File: config.mk
export PLATFORM = sky130hd
export DESIGN_NAME = decoder_pulse_t_flat
export DESIGN_NICKNAME = d
export VERILOG_FILES = /design/src/rtl/pulse_code_pkg.sv /design/src/rtl/decoder_pulse_t_if.sv /design/src/rtl/decoder_pulse_t.sv /design/src/flat_wrapper.sv
export SDC_FILE = /design/constraint.sdc
export NUM_CORES = 1
export LEC_CHECK = 0
export BUFFER_PORTS_ARGS = -buffer_cell sky130_fd_sc_hd__buf_2
export CAP_MARGIN = 10
export CORE_UTILIZATION = 48
export CTS_BUF_LIST = sky130_fd_sc_hd__clkbuf_16
export CTS_CLUSTER_SIZE = 40
export DETAILED_ROUTE_END_ITERATION = 10
export HOLD_SLACK_MARGIN = 0.02
export PLACE_DENSITY = 0.75
export SLEW_MARGIN = 0
export SYNTH_ARGS = -nofsm -noshare
export SYNTH_HDL_FRONTEND = slang
export SYNTH_SLANG_ARGS = --single-unit
File: constraint.sdc
create_clock -name clock -period 2 [get_ports clock]
set_input_delay 0.3 -clock clock [delete_from_list [all_inputs] [get_ports clock]]
set_output_delay 0.3 -clock clock [all_outputs]
set_load 0.02 [all_outputs]
File: src/rtl/pulse_code_pkg.sv
// Shared definitions for the pulse-time code: decoder FSM states, pulse polarity,
// and the thermometer-shift mapping shared with the encoder side.
package pulse_code_pkg;

    localparam int CODE_WIDTH = 8;

    // Encoder pulse is active-low.
    localparam logic PULSE_ACTIVE = 1'b0;

    typedef enum logic {
        IDLE  = 1'b0,
        ARMED = 1'b1
    } decoder_state_t;

    // All-ones shifted right by k: the value carried by a pulse at offset k.
    function automatic logic [CODE_WIDTH-1:0] thermo_shift(input int unsigned k);
        logic [CODE_WIDTH-1:0] ones;
        ones = '1;
        return (k >= CODE_WIDTH) ? '0 : (ones >> k);
    endfunction

endpackage

File: src/rtl/decoder_pulse_t_if.sv
// Result channel of the pulse decoder.
// valid/ready: a transfer happens on any clock edge where valid && ready. Once valid
// is raised, value and timeout stay stable until that transfer; valid is never
// withdrawn without a transfer (except by reset). ready may change freely.
interface decoder_pulse_t_if #(
    parameter int WIDTH = 8
);
    logic [WIDTH-1:0] value;
    logic             timeout;
    logic             valid;
    logic             ready;

    modport master (output value, output timeout, output valid, input ready);
    modport slave  (input value, input timeout, input valid, output ready);
endinterface

File: src/rtl/decoder_pulse_t.sv
// Pulse-time decoder: measures how many cycles after a window start the active-low
// encoder pulse arrives and turns that offset k into all-ones >> k. A window with no
// pulse yields value 0 flagged as timeout. Results sit in a one-entry output register
// that is independent of the FSM, so a new window can run while a result is pending.
module decoder_pulse_t
    import pulse_code_pkg::*;
#(
    parameter int WIDTH   = 8,
    parameter int TIMEOUT = WIDTH + 1
) (
    input  logic                      clock,
    input  logic                      reset,
    input  logic                      start,
    input  logic                      incoming_line,
    decoder_pulse_t_if.master         outgoing,
    output logic                      dropped,
    output decoder_state_t            fsm_state
);

    localparam int OFF_W = $clog2(TIMEOUT + 1);
    localparam logic [OFF_W-1:0] OFF_LAST  = OFF_W'(TIMEOUT);
    localparam logic [WIDTH-1:0] ALL_ONES  = '1;

    decoder_state_t   state_q, state_d;
    logic [OFF_W-1:0] offset_q, offset_d;

    // Result produced at the current edge (combinational, consumed by the output register).
    logic             res_valid;
    logic [WIDTH-1:0] res_value;
    logic             res_timeout;

    assign fsm_state = state_q;

    // FSM state and offset counter register.
    always_ff @(posedge clock or negedge reset) begin
        if (!reset) begin
            state_q  <= IDLE;
            offset_q <= '0;
        end else begin
            state_q  <= state_d;
            offset_q <= offset_d;
        end
    end

    // Next state, offset and result. start has priority over everything, including a
    // pulse on the same edge. Timeout is checked before the line so that a window
    // that ran past the last legal offset always closes with the no-spike result.
    always_comb begin
        state_d     = state_q;
        offset_d    = offset_q;
        res_valid   = 1'b0;
        res_value   = '0;
        res_timeout = 1'b0;
        if (start) begin
            state_d  = ARMED;
            offset_d = '0;
        end else if (state_q == ARMED) begin
            if (offset_q == OFF_LAST) begin
                res_valid   = 1'b1;
                res_timeout = 1'b1;
                state_d     = IDLE;
            end else if (incoming_line == PULSE_ACTIVE) begin
                res_valid = 1'b1;
                res_value = ALL_ONES >> offset_q;
                state_d   = IDLE;
            end else begin
                offset_d = offset_q + 1'b1;
            end
        end
    end

    // Output register with valid/ready handshake and sticky overflow flag.
    always_ff @(posedge clock or negedge reset) begin
        if (!reset) begin
            outgoing.value   <= '0;
            outgoing.timeout <= 1'b0;
            outgoing.valid   <= 1'b0;
            dropped          <= 1'b0;
        end else if (res_valid && (!outgoing.valid || outgoing.ready)) begin
            outgoing.value   <= res_value;
            outgoing.timeout <= res_timeout;
            outgoing.valid   <= 1'b1;
        end else begin
            if (outgoing.valid && outgoing.ready) begin
                outgoing.valid <= 1'b0;
            end
            if (res_valid) begin
                dropped <= 1'b1;
            end
        end
    end

endmodule
File: src/flat_wrapper.sv
// flat-port wrapper written by rule: the top's interface ports become plain ports
module decoder_pulse_t_flat import pulse_code_pkg::*;
#(
    parameter int WIDTH   = 8,
    parameter int TIMEOUT = WIDTH + 1
)
  (clock, reset, start, incoming_line, dropped, fsm_state, outgoing_value, outgoing_timeout, outgoing_valid, outgoing_ready);
  decoder_pulse_t_if #(.WIDTH(WIDTH)) outgoing_i ();
  input  logic clock;
  input  logic reset;
  input  logic start;
  input  logic incoming_line;
  output logic dropped;
  output decoder_state_t fsm_state;
  output wire logic [$bits(outgoing_i.value)-1:0] outgoing_value;
  output wire logic [$bits(outgoing_i.timeout)-1:0] outgoing_timeout;
  output wire logic [$bits(outgoing_i.valid)-1:0] outgoing_valid;
  input wire logic [$bits(outgoing_i.ready)-1:0] outgoing_ready;
  assign outgoing_value = outgoing_i.value;
  assign outgoing_timeout = outgoing_i.timeout;
  assign outgoing_valid = outgoing_i.valid;
  assign outgoing_i.ready = outgoing_ready;
  decoder_pulse_t #(.WIDTH(WIDTH), .TIMEOUT(TIMEOUT)) u_core (.clock(clock), .reset(reset), .start(start), .incoming_line(incoming_line), .outgoing(outgoing_i), .dropped(dropped), .fsm_state(fsm_state));
endmodule
==> flow_metrics.tcl <==
set metrics [dict create \
    synth-compound-area-share 0.0916 \
    crit_end "u_core.outgoing.value[6]" \
    gp_congestion 0.866 \
    grt_pass1_vias 591 \
    initial_core_util 0.526 \
    num_rows 14 \
    syn_inst 73 \
    synth-edff-count 0 \
    tightest_slew_ns 0.357 \
    cts_resized 0 \
    clock-sinks 16 \
    cp.required_ns 2.13 \
    grt_usage 0.188 \
    ys_top_cells_by_area "dfrtp_1 49%, mux2_2 11%, ha_1 7.6%, a21oi_1 3.7%, inv_1 3.7%" \
    vias_per_cell 5.32 \
    fin_crit_sh 0.876 \
    tritoncts.num_buffers 3 \
    power.leakage_nw 0.549 \
    drive_gt1_frac 0.358 \
    synth_top_family_by_area "simple AND/OR/NAND/NOR gates" \
    ys_warn_count 0 \
    synth_most_common_cell "dfrtp_1" \
    ys_seq_area_frac 0.489 \
    syn-num-nets 83 \
    cap_violations 0 \
    grt_max_degree 17 \
    worstSkewPairLatency_ns 0.25 \
    cp-startpoint "u_core.offset_q[1]" \
    synthAdderAreaFrac 0.0763 \
    endpoint_kind "flop" \
    relSlewSlack 0.762 \
    status "complete, but fails checks" \
    clk_pin_slew_ns 0.05 \
    synth_top_area_frac 0.489 \
    antenna_cells 0 \
    dieArea_um2 1880 \
    ant_nets 0 \
    hold_slack_ns 0.293 \
    wl_per_cell_um 12.9 \
    hold_path.class "input pin to flop" \
    grt_pass1_wl_um 2550 \
    reg2reg_depth 6 \
    r2r_slack_ns 0.25 \
    yosys.area_share.simple 0.154 \
    synthArstFlopShare 1.00 \
    routed_wl_um 1430 \
    grt-ovfl-total 0 \
    synth_xor_area_frac 0 \
    vias 590 \
    setup_viol 0 \
    htreeDepth 1 \
    synth_area_leader_cell "dfrtp_1" \
    vdd_ir_drop_max_mv 0.493 \
    hold_violations 0 \
    antenna_found_initial 0 \
    synthMuxAreaShare 0.134 \
    cp-start-kind "flop" \
    port_buffers 16 \
    synth_commonest_cells "16 x dfrtp_1, 8 x inv_1, 8 x mux2_2" \
    cts_tree "done" \
    p_per_area_nw_per_um2 960 \
    slew_violations 0 \
    critPathKind "flop to flop" \
    first_pass_iters 7 \
    dieHeight_um 43.3 \
    worstReg2RegStart "u_core.offset_q[1]" \
    place_ws_ns 0.0899 \
    fin_ws_ns 0.247 \
    crit_fanout 9 \
    die_w_um 43.3 \
    synth.avg_cell_area_um2 11.2 \
    fmax_mhz 570 \
    pin_count 17 \
    drtIter0Drc 14 \
    fin_setup_tns_ns 0 \
    cts_buffer_depth 2 \
    drc 2 \
    dp_hpwl_um 1040 \
    netlist-cell-type-count 23 \
    rsz0062_at_grt "no" \
    ys.flop_type "dfrtp_1" \
    r2r-end "u_core.outgoing.value[6]" \
    fin_nets 106 \
    synth_area_um2 820 \
    core_um2 1560 \
    ys_seq_elements 16 \
    root_buffer "clkbuf_16" \
    cp.arrival_ns 1.88 \
    failed_checks "design-rule violations" \
    post-route-min-period_ns 1.75 \
    utilization 0.660 \
    clock_skew_ns 0.00513 \
    area_growth_pct 25.5 \
]
logic make-up after synthesis:
kind of cell | count (synthesis)
AO/OA/AOI/OAI | 11
adder cells (fa/ha/maj) | 5
buffers and inverters | 10
flip-flops | 16
multiplexers | 10
AND/OR/NAND/NOR | 21
metal layers:
metal,track usage,wire length (um)
met1,0.230,669
met2,0.303,654
met3,0.0383,54
met4,0.113,53
met5,0,0
cells in the final DEF (no fill, tap or decap):
master,count
or3b_2,1
a21o_1,2
ha_1,5
nand2_1,3
a21oi_1,6
buf_4,2
inv_1,8
nor3_1,2
nand3_1,3
nor2b_1,2
mux2i_1,2
dfrtp_1,16
clkinv_1,1
nor2_1,4
and2_1,1
buf_12,1
a211oi_4,1
nand2b_1,1
and3b_1,1
dlygate4sd3_1,1
mux2_2,8
nor4_1,1
o21ai_0,2
or2_2,1
clkbuf_16,3
nand3b_4,1
buf_2,16
cell type report:
type | count | area [um2]
fill | 123 | 531
sequential | 16 | 400
multi-input combinational | 47 | 374
timing repair buffer | 20 | 125
clock buffer | 3 | 75.1
inverter | 8 | 30.0
tap | 16 | 20.0
clock inverter | 1 | 3.75
critical path, cell delays in order, from the launching register on:
cell,delay [ns]
dfrtp_1,0.41
inv_1,0.11
ha_1,0.22
nand3b_4,0.14
a211oi_4,0.27
buf_12,0.16
mux2_2,0.33
registers in the layout (all words and copies together) (netlist names):
signal / cells
u_core.outgoing.value: 8
u_core.offset_q: 4
u_core.outgoing.valid: 1
u_core.dropped: 1
u_core.fsm_state: 1
u_core.outgoing.timeout: 1
report_power, final:
part           leakage [nW]  total (mW)  switching [mW]  internal, mW
clock                0.0385       0.387           0.122         0.265
combinational         0.307       0.205           0.120        0.0854
sequential            0.204       0.395          0.0238         0.372
total                 0.549       0.987           0.265         0.722
worst min-delay path by stage:
stage | from | depth (start not counted) | to
finish | start | 2 | u_core.offset_q[0]
global route | start | 2 | u_core.offset_q[0]
CTS | start | 2 | u_core.offset_q[0]
detailed placement | reset | 1 | u_core.outgoing.value[0]
global placement | reset | 1 | u_core.offset_q[0]
floorplan | reset | 0 | u_core.dropped
timing repair:
action,in CTS,in global routing
endpoints found under the hold margin,16,0
endpoints found under the setup margin,0,8
setup buffers,0,1
hold buffers,1,0
per-stage QoR:
| step | area (um2) | total power, mW | cells |
|---|---|---|---|
| final | 1030 | 0.987 | 111 |
| after global routing | 1030 | 1.03 | 111 |
| after CTS | 1010 | 0.992 | 110 |
| after detailed placement | 920 | 0.603 | 105 |
| after global placement | 920 | 0.599 | 105 |
| after floorplan | 820 | 0.530 | 73 |
Note: power is estimated with default switching activity, not from simulation.
